--- src/rtl/ncc_pkg.sv ---
// Shared types and constants for the NCC search scheduler and its best-score tracker.
package ncc_pkg;

    localparam int NCC_GRID_DIM   = 16;
    localparam int NCC_COL_GROUPS = 4;
    localparam int NCC_SCORE_W    = 32;

    localparam logic [NCC_SCORE_W-1:0] NCC_SCORE_MIN = 32'h8000_0000;

    typedef enum logic [2:0] {
        ST_IDLE   = 3'd0,
        ST_DESC   = 3'd1,
        ST_WREQ   = 3'd2,
        ST_SETTLE = 3'd3,
        ST_CMP    = 3'd4,
        ST_DONE   = 3'd5
    } sched_state_t;

endpackage

--- src/rtl/ncc_best_tracker.sv ---
// Holds the best signed correlation score of a search and the window position that produced it.
module ncc_best_tracker
    import ncc_pkg::*;
#(
    parameter int COORD_W = 8
) (
    input  logic                   clk,
    input  logic                   rst_n,
    input  logic                   clear,
    input  logic                   first,
    input  logic                   valid,
    input  logic [NCC_SCORE_W-1:0] score,
    input  logic [COORD_W-1:0]     x,
    input  logic [COORD_W-1:0]     y,
    output logic [NCC_SCORE_W-1:0] best_score,
    output logic [COORD_W-1:0]     best_x,
    output logic [COORD_W-1:0]     best_y
);

    logic [NCC_SCORE_W-1:0] best_score_q, best_score_d;
    logic [COORD_W-1:0]     best_x_q, best_x_d;
    logic [COORD_W-1:0]     best_y_q, best_y_d;
    logic                   better;

    // Strictly greater: on a tie the earlier raster position is kept.
    assign better = $signed(score) > $signed(best_score_q);

    always_comb begin
        best_score_d = best_score_q;
        best_x_d     = best_x_q;
        best_y_d     = best_y_q;
        if (clear) begin
            best_score_d = NCC_SCORE_MIN;
            best_x_d     = '0;
            best_y_d     = '0;
        end else if (valid && (first || better)) begin
            best_score_d = score;
            best_x_d     = x;
            best_y_d     = y;
        end
    end

    always_ff @(posedge clk or negedge rst_n) begin
        if (!rst_n) begin
            best_score_q <= NCC_SCORE_MIN;
            best_x_q     <= '0;
            best_y_q     <= '0;
        end else begin
            best_score_q <= best_score_d;
            best_x_q     <= best_x_d;
            best_y_q     <= best_y_d;
        end
    end

    assign best_score = best_score_q;
    assign best_x     = best_x_q;
    assign best_y     = best_y_q;

endmodule

--- src/rtl/ncc_search_scheduler.sv ---
// Sequences the NCC PE grid: loads one descriptor, then raster-scans all window positions
// and reports the best signed score. Handshakes: a transfer happens on a rising edge where
// both valid and ready (req) are high; the grid strobe for it is asserted in that same cycle.
module ncc_search_scheduler
    import ncc_pkg::*;
#(
    parameter int DESC_WORDS    = 64,
    parameter int SEARCH_W      = 32,
    parameter int SEARCH_H      = 32,
    parameter int COORD_W       = 8,
    parameter int SETTLE_CYCLES = 2
) (
    input  logic                   clk,
    input  logic                   rst_n,
    input  logic                   start,
    input  logic                   abort,
    input  logic                   desc_valid,
    output logic                   desc_ready,
    input  logic [31:0]            desc_data,
    output logic [31:0]            grid_desc_data,
    output logic                   grid_desc_load,
    output logic [3:0]             grid_desc_row,
    output logic [1:0]             grid_desc_col,
    output logic                   win_req,
    output logic [COORD_W-1:0]     win_x,
    output logic [COORD_W-1:0]     win_y,
    input  logic                   win_valid,
    output logic                   grid_win_load,
    input  logic [NCC_SCORE_W-1:0] score_in,
    output logic                   busy,
    output logic                   done,
    output logic [NCC_SCORE_W-1:0] best_score,
    output logic [COORD_W-1:0]     best_x,
    output logic [COORD_W-1:0]     best_y,
    output sched_state_t           dbg_state
);

    localparam int DESC_CNT_W = $clog2(DESC_WORDS);
    localparam int COL_W      = $clog2(NCC_COL_GROUPS);
    localparam int SETTLE_W   = (SETTLE_CYCLES > 1) ? $clog2(SETTLE_CYCLES) : 1;

    localparam logic [DESC_CNT_W-1:0] DESC_LAST   = DESC_CNT_W'(DESC_WORDS - 1);
    localparam logic [COORD_W-1:0]    X_LAST      = COORD_W'(SEARCH_W - 1);
    localparam logic [COORD_W-1:0]    Y_LAST      = COORD_W'(SEARCH_H - 1);
    localparam logic [SETTLE_W-1:0]   SETTLE_INIT = SETTLE_W'(SETTLE_CYCLES - 1);

    sched_state_t          state_q, state_d;
    logic [DESC_CNT_W-1:0] desc_cnt_q, desc_cnt_d;
    logic [COORD_W-1:0]    x_q, x_d;
    logic [COORD_W-1:0]    y_q, y_d;
    logic [SETTLE_W-1:0]   settle_q, settle_d;
    logic                  first_q, first_d;

    logic trk_clear;
    logic trk_valid;

    always_comb begin
        state_d        = state_q;
        desc_cnt_d     = desc_cnt_q;
        x_d            = x_q;
        y_d            = y_q;
        settle_d       = settle_q;
        first_d        = first_q;
        desc_ready     = 1'b0;
        grid_desc_load = 1'b0;
        win_req        = 1'b0;
        grid_win_load  = 1'b0;
        done           = 1'b0;
        trk_clear      = 1'b0;
        trk_valid      = 1'b0;

        // Abort outranks every transition and discards the partial result.
        if (abort && (state_q != ST_IDLE)) begin
            state_d    = ST_IDLE;
            desc_cnt_d = '0;
            x_d        = '0;
            y_d        = '0;
            settle_d   = '0;
            first_d    = 1'b0;
            trk_clear  = 1'b1;
        end else begin
            unique case (state_q)
                ST_IDLE: begin
                    if (start && !abort) begin
                        state_d    = ST_DESC;
                        desc_cnt_d = '0;
                        x_d        = '0;
                        y_d        = '0;
                        first_d    = 1'b1;
                        trk_clear  = 1'b1;
                    end
                end
                ST_DESC: begin
                    desc_ready     = 1'b1;
                    grid_desc_load = desc_valid;
                    if (desc_valid) begin
                        if (desc_cnt_q == DESC_LAST) begin
                            desc_cnt_d = '0;
                            state_d    = ST_WREQ;
                        end else begin
                            desc_cnt_d = desc_cnt_q + 1'b1;
                        end
                    end
                end
                ST_WREQ: begin
                    win_req = 1'b1;
                    if (win_valid) begin
                        grid_win_load = 1'b1;
                        settle_d      = SETTLE_INIT;
                        state_d       = ST_SETTLE;
                    end
                end
                ST_SETTLE: begin
                    if (settle_q == '0) begin
                        state_d = ST_CMP;
                    end else begin
                        settle_d = settle_q - 1'b1;
                    end
                end
                ST_CMP: begin
                    trk_valid = 1'b1;
                    first_d   = 1'b0;
                    if (x_q == X_LAST) begin
                        x_d = '0;
                        if (y_q == Y_LAST) begin
                            y_d     = '0;
                            state_d = ST_DONE;
                        end else begin
                            y_d     = y_q + 1'b1;
                            state_d = ST_WREQ;
                        end
                    end else begin
                        x_d     = x_q + 1'b1;
                        state_d = ST_WREQ;
                    end
                end
                ST_DONE: begin
                    done    = 1'b1;
                    state_d = ST_IDLE;
                end
                default: begin
                    state_d = ST_IDLE;
                end
            endcase
        end
    end

    always_ff @(posedge clk or negedge rst_n) begin
        if (!rst_n) begin
            state_q    <= ST_IDLE;
            desc_cnt_q <= '0;
            x_q        <= '0;
            y_q        <= '0;
            settle_q   <= '0;
            first_q    <= 1'b0;
        end else begin
            state_q    <= state_d;
            desc_cnt_q <= desc_cnt_d;
            x_q        <= x_d;
            y_q        <= y_d;
            settle_q   <= settle_d;
            first_q    <= first_d;
        end
    end

    ncc_best_tracker #(
        .COORD_W (COORD_W)
    ) u_best (
        .clk        (clk),
        .rst_n      (rst_n),
        .clear      (trk_clear),
        .first      (first_q),
        .valid      (trk_valid),
        .score      (score_in),
        .x          (x_q),
        .y          (y_q),
        .best_score (best_score),
        .best_x     (best_x),
        .best_y     (best_y)
    );

    // Descriptor slot: low bits pick the column group, the rest the PE row.
    assign grid_desc_row  = desc_cnt_q[DESC_CNT_W-1:COL_W];
    assign grid_desc_col  = desc_cnt_q[COL_W-1:0];
    assign grid_desc_data = (state_q == ST_DESC) ? desc_data : '0;
    assign win_x          = x_q;
    assign win_y          = y_q;
    assign busy           = (state_q != ST_IDLE);
    assign dbg_state      = state_q;

endmodule

--- config.mk ---
export PLATFORM = sky130hd
export DESIGN_NAME = ncc_search_scheduler
export DESIGN_NICKNAME = d
export VERILOG_FILES = /design/src/rtl/ncc_pkg.sv /design/src/rtl/ncc_best_tracker.sv /design/src/rtl/ncc_search_scheduler.sv
export SDC_FILE = /design/constraint.sdc
export NUM_CORES = 1
export LEC_CHECK = 0
export ABC_AREA = 1
export BUFFER_PORTS_ARGS = -buffer_cell sky130_fd_sc_hd__buf_2
export CAP_MARGIN = 40
export CORE_MARGIN = 10
export CORE_UTILIZATION = 40
export CTS_CLUSTER_DIAMETER = 30
export DETAILED_ROUTE_END_ITERATION = 7
export GPL_TIMING_DRIVEN = 0
export PLACE_DENSITY = 0.71
export SLEW_MARGIN = 15
export SYNTH_ARGS = -nofsm -noshare
export SYNTH_HDL_FRONTEND = slang
export SYNTH_SLANG_ARGS = --single-unit
--- constraint.sdc ---
create_clock -name clk -period 5.55 [get_ports clk]
set_input_delay 0.2775 -clock clk [delete_from_list [all_inputs] [get_ports clk]]
set_output_delay 0.2775 -clock clk [all_outputs]
set_load 0.005 [all_outputs]
==> run summary <==
For the initial antenna violation count, the log shows 0. The run gives 9.72 ps as the worst clock skew on the final layout. The final critical delay including setup and external delays came out at 2550 ps. The die covers 16500 sq um. The logs give 181 for the I/O pin count and 1880 sq um for the sequential cell area in the final layout. The hold violation total from the final report was 0.

After detailed routing, the total wire length is 14200 um. Yosys mapped the design onto 38 distinct sky130hd cell types. The logs give 735 for the net count after synthesis and 4632 for the count of vias placed by the detailed router.

Number of slew-limit violations in the final report: 0. The design draws 2.04 mW. Worst slew margin relative to its limit: 55.6%. The share of the cycle needed by the critical path after routing works out to 46.0%. During synthesis, Yosys emitted a total of 0 warnings. The number of port buffers is 179.

The number of global-route vias before repair is 4552, and the clock insertion delay at the later pin of the skew report is 330 ps. After detailed routing, the number of vias per cell comes to 4.78. The tools report the data arrival time of the worst path as 2770 ps. The first TritonRoute pass finished after 5 iterations. For this block, the initial DRC count from the detailed router was 321. The number of gates resized after CTS was 0. The met1 usage in global routing is 21.6%, and the power per cell area is 333 nW/um^2. After detailed routing, the average wire length per cell comes to 14.6 um. The reported max-cap violation count was 0; the final net count was 927. Global routing finished with a remaining overflow of 0. The mapped netlist covers 4710 sq um.

The number of buffers added by the clock tree synthesis step is 9, and the data required time at the worst endpoint is 5770 ps. Summing the sequential cell areas from Yosys gives 39.9% of the chip area. The critical path startpoint category was a flop. The number of cells in the finished layout apart from fillers came out at 970. The worst hold path belongs to the class in -> reg.

The buffer cell driving the clock tree root was sky130_fd_sc_hd__clkbuf_16. For this run, design rule violations remaining after detail routing come to 0. The clock transition at the registers of the reported paths works out to 70 ps. Setup violations remaining at the end of the flow were counted as 0.

TritonCTS built the clock tree. The H-tree was split into 3 levels. The flow ran to the end, and the final reports show no timing, DRC or antenna violations. For this configuration, the core starts out at a cell density of 41.1%.

The number of cells on the worst reg-to-reg path is 17. For this run, global-route usage on met3 was measured as 3.94%. The run gives 6130 sq um as the post-route standard cell area excluding fillers.

Synthesis handed over a netlist of 630 instances. Hold is met by 203 ps. The worst-margin pin slew was 660 ps. Setup repair after global routing left no endpoint under its margin.

The instance area at placement is 5820 sq um. Last weighted congestion value of the routability-driven placer: 0.828. The first global-routing pass estimated 22900 um of wire. The worst hold path was traced through 3 stages. For this design, the sink count on the clock tree is 75. The run gives 27.1% as the met2 usage in global routing.

Of all nets on the critical path, the largest fanout is 10. The tools report the peak supply drop as 0.167 mV. Die extent in y: 129 um. After clock tree synthesis, the setup repair step added 0 buffers. The timing-limited maximum frequency was 392 MHz; the share of layout cells above drive strength 1 was 29.0%.

The critical path in this run is classified as reg -> reg. The layout has 1112 filler cells. The tools report the number of antenna cells inserted as 0. Across every metal layer, demand over resource in global routing totals 16.6%. Area growth from synthesis to final layout: 30.2%. Detailed placement ended at an HPWL of 11500 um. The standard-cell row count is 39, and the number of storage elements in the synthesis netlist is 75. The core region is 11500 sq um.

The global routing stage identified its most utilized layer as met2. The tools report the clock tree buffer depth as 2. The count of nets left with antenna violations once routing finished came out at 0. The number of buffers inserted for hold repair after clock tree synthesis was 1; the sum of negative setup slack was 0 ps.

The analysis attributes to cell leakage a power of 3.56 nW. Measured along the x axis, the die boundary spans 129 um. In this run, placement finished with an instance count of 953.

The type of destination of the critical path is a flop. The logs give 2270 sq um for the area used by multi-input combinational logic and 48 for the pin count of the biggest net entering global routing. A synthesized cell averages 7.48 sq um.
==> per-stage QoR <==
step | setup WS [ps] | utilization, %
3_5_place_dp | 2970 | 50.7
3_3_place_gp | 3000 | 50.5
5_1_grt | 2780 | 53.5
4_1_cts | 2970 | 53.5
6_report | 3000 | 53.5
2_1_floorplan | 3330 | -
==> final timing paths <==
| kind | start | to | slack (ps) |
|---|---|---|---|
| min in group asynchronous | rst_n | u_best.best_score[4] | 430 |
| min reg2reg | u_best.best_x[6] | u_best.best_x[6] | 490 |
| max reg2reg | u_best.best_score[31] | u_best.best_y[4] | 3000 |
| max | u_best.best_score[31] | u_best.best_y[4] | 3000 |
| min | score_in[3] | u_best.best_score[3] | 200 |
| max in group asynchronous | rst_n | dbg_state[2] | 4550 |
==> report_power, final <==
group	internal (mW)	leakage (nW)	total [mW]	switching, mW
combinational	0.276	2.37	0.821	0.546
clock	0.357	0.151	0.605	0.248
sequential	0.582	1.04	0.614	0.0318
==> cell type report <==
class	instances	share of cell area, %
clock inverters	7	1.35
plain buffers	25	2.22
repair buffers	181	15.3
well taps	143	2.92
multi-input cells	415	36.9
inverters	115	7.04
flip-flops and latches	75	30.6
clock buffers	9	3.67
==> layout by cell type (no fill, tap or decap), drive strengths merged, types with 2 or more instances in the layout <==
master | netlist | final
dfrtp | 74 | 74
nor3b | 2 | 2
nor4 | 4 | 4
a21o | 2 | 2
nor2 | 62 | 62
nand3 | 109 | 109
a21oi | 25 | 25
o21ai | 23 | 23
a31oi | 2 | 2
ha | 35 | 35
nor3 | 14 | 14
clkinv | 0 | 2
buf | 18 | 198
nand2 | 125 | 125
clkbuf | 7 | 16
nand4 | 4 | 4
inv | 115 | 119
==> critical path, cell delays in order, from the launching register on <==
cell and delay, ps:
sky130_fd_sc_hd__dfstp_2 560, sky130_fd_sc_hd__inv_1 50, sky130_fd_sc_hd__ha_1 320, sky130_fd_sc_hd__nand2_1 90
sky130_fd_sc_hd__nor2_2 130, sky130_fd_sc_hd__nand2_1 100, sky130_fd_sc_hd__nor3b_2 260, sky130_fd_sc_hd__nand2_1 130
sky130_fd_sc_hd__nand2_1 70, sky130_fd_sc_hd__nand2_1 40, sky130_fd_sc_hd__nand2_1 60, sky130_fd_sc_hd__nand2_2 60
sky130_fd_sc_hd__nand2_4 70, sky130_fd_sc_hd__nand2_2 70, sky130_fd_sc_hd__buf_6 160, sky130_fd_sc_hd__buf_6 150
sky130_fd_sc_hd__nand3_2 60, sky130_fd_sc_hd__nand2_1 60
==> Yosys cell counts <==
master | count | area, sq um
sky130_fd_sc_hd__o21a_1 | 1 | 7.51
sky130_fd_sc_hd__o21ai_2 | 1 | 8.76
sky130_fd_sc_hd__nand4_1 | 4 | 25.0
sky130_fd_sc_hd__nor2_4 | 1 | 11.3
sky130_fd_sc_hd__nand2_2 | 4 | 25.0
sky130_fd_sc_hd__inv_2 | 6 | 22.5
sky130_fd_sc_hd__ha_1 | 35 | 438
sky130_fd_sc_hd__nor3_2 | 1 | 10.0
sky130_fd_sc_hd__a21oi_1 | 24 | 120
sky130_fd_sc_hd__nand2_1 | 119 | 447
sky130_fd_sc_hd__or2_2 | 1 | 6.26
sky130_fd_sc_hd__inv_1 | 109 | 409
sky130_fd_sc_hd__buf_2 | 7 | 35.0
sky130_fd_sc_hd__buf_4 | 3 | 22.5
sky130_fd_sc_hd__nand2_4 | 2 | 22.5
sky130_fd_sc_hd__nor2_1 | 59 | 221
sky130_fd_sc_hd__nor3b_1 | 1 | 7.51
sky130_fd_sc_hd__a32o_1 | 1 | 10.0
sky130_fd_sc_hd__nand3_1 | 99 | 495
sky130_fd_sc_hd__clkbuf_1 | 7 | 26.3
sky130_fd_sc_hd__a21o_1 | 2 | 15.0
sky130_fd_sc_hd__nor4_1 | 4 | 25.0
sky130_fd_sc_hd__o32ai_1 | 1 | 8.76
sky130_fd_sc_hd__a221oi_1 | 1 | 8.76
sky130_fd_sc_hd__nor3_1 | 13 | 65.1
sky130_fd_sc_hd__o2111ai_1 | 1 | 8.76
sky130_fd_sc_hd__buf_6 | 3 | 33.8
sky130_fd_sc_hd__buf_1 | 5 | 18.8
sky130_fd_sc_hd__nor2_2 | 2 | 12.5
sky130_fd_sc_hd__a21oi_4 | 1 | 16.3
sky130_fd_sc_hd__nor3b_2 | 1 | 12.5
sky130_fd_sc_hd__dfstp_2 | 1 | 26.3
sky130_fd_sc_hd__dfrtp_1 | 74 | 1850
sky130_fd_sc_hd__a211oi_1 | 1 | 7.51
sky130_fd_sc_hd__nand3_2 | 10 | 100
sky130_fd_sc_hd__a31oi_1 | 2 | 12.5
sky130_fd_sc_hd__a22oi_1 | 1 | 7.51
sky130_fd_sc_hd__o21ai_0 | 22 | 110
==> cell families (layout without fill, tap and decap cells) <==
| kind of cell | Yosys count | count (layout) | share of synthesized area, % |
|---|---|---|---|
| adder cells (fa/ha/maj) | 35 | 35 | 9.29 |
| AO/OA/AOI/OAI | 59 | 59 | 7.25 |
| AND/OR/NAND/NOR | 321 | 321 | 31.5 |
| flip-flops | 75 | 75 | 39.9 |
| buffers and inverters | 140 | 337 | 12.1 |
==> flip-flops by register name, summed over array words and instances, names as in the netlist <==
name / flops
u_best.best_score: 32
u_best.best_x: 8
u_best.best_y: 8
win_x: 8
win_y: 8
desc_cnt_q: 6
dbg_state: 3
first_q: 1
settle_q: 1
==> routing by layer <==
layer,routed length [um],vias up
li1,-,2404
met1,6250,2095
met2,6890,123
met3,848,10
met4,175,0
met5,0,-
Note: power is estimated with default switching activity, not from simulation.
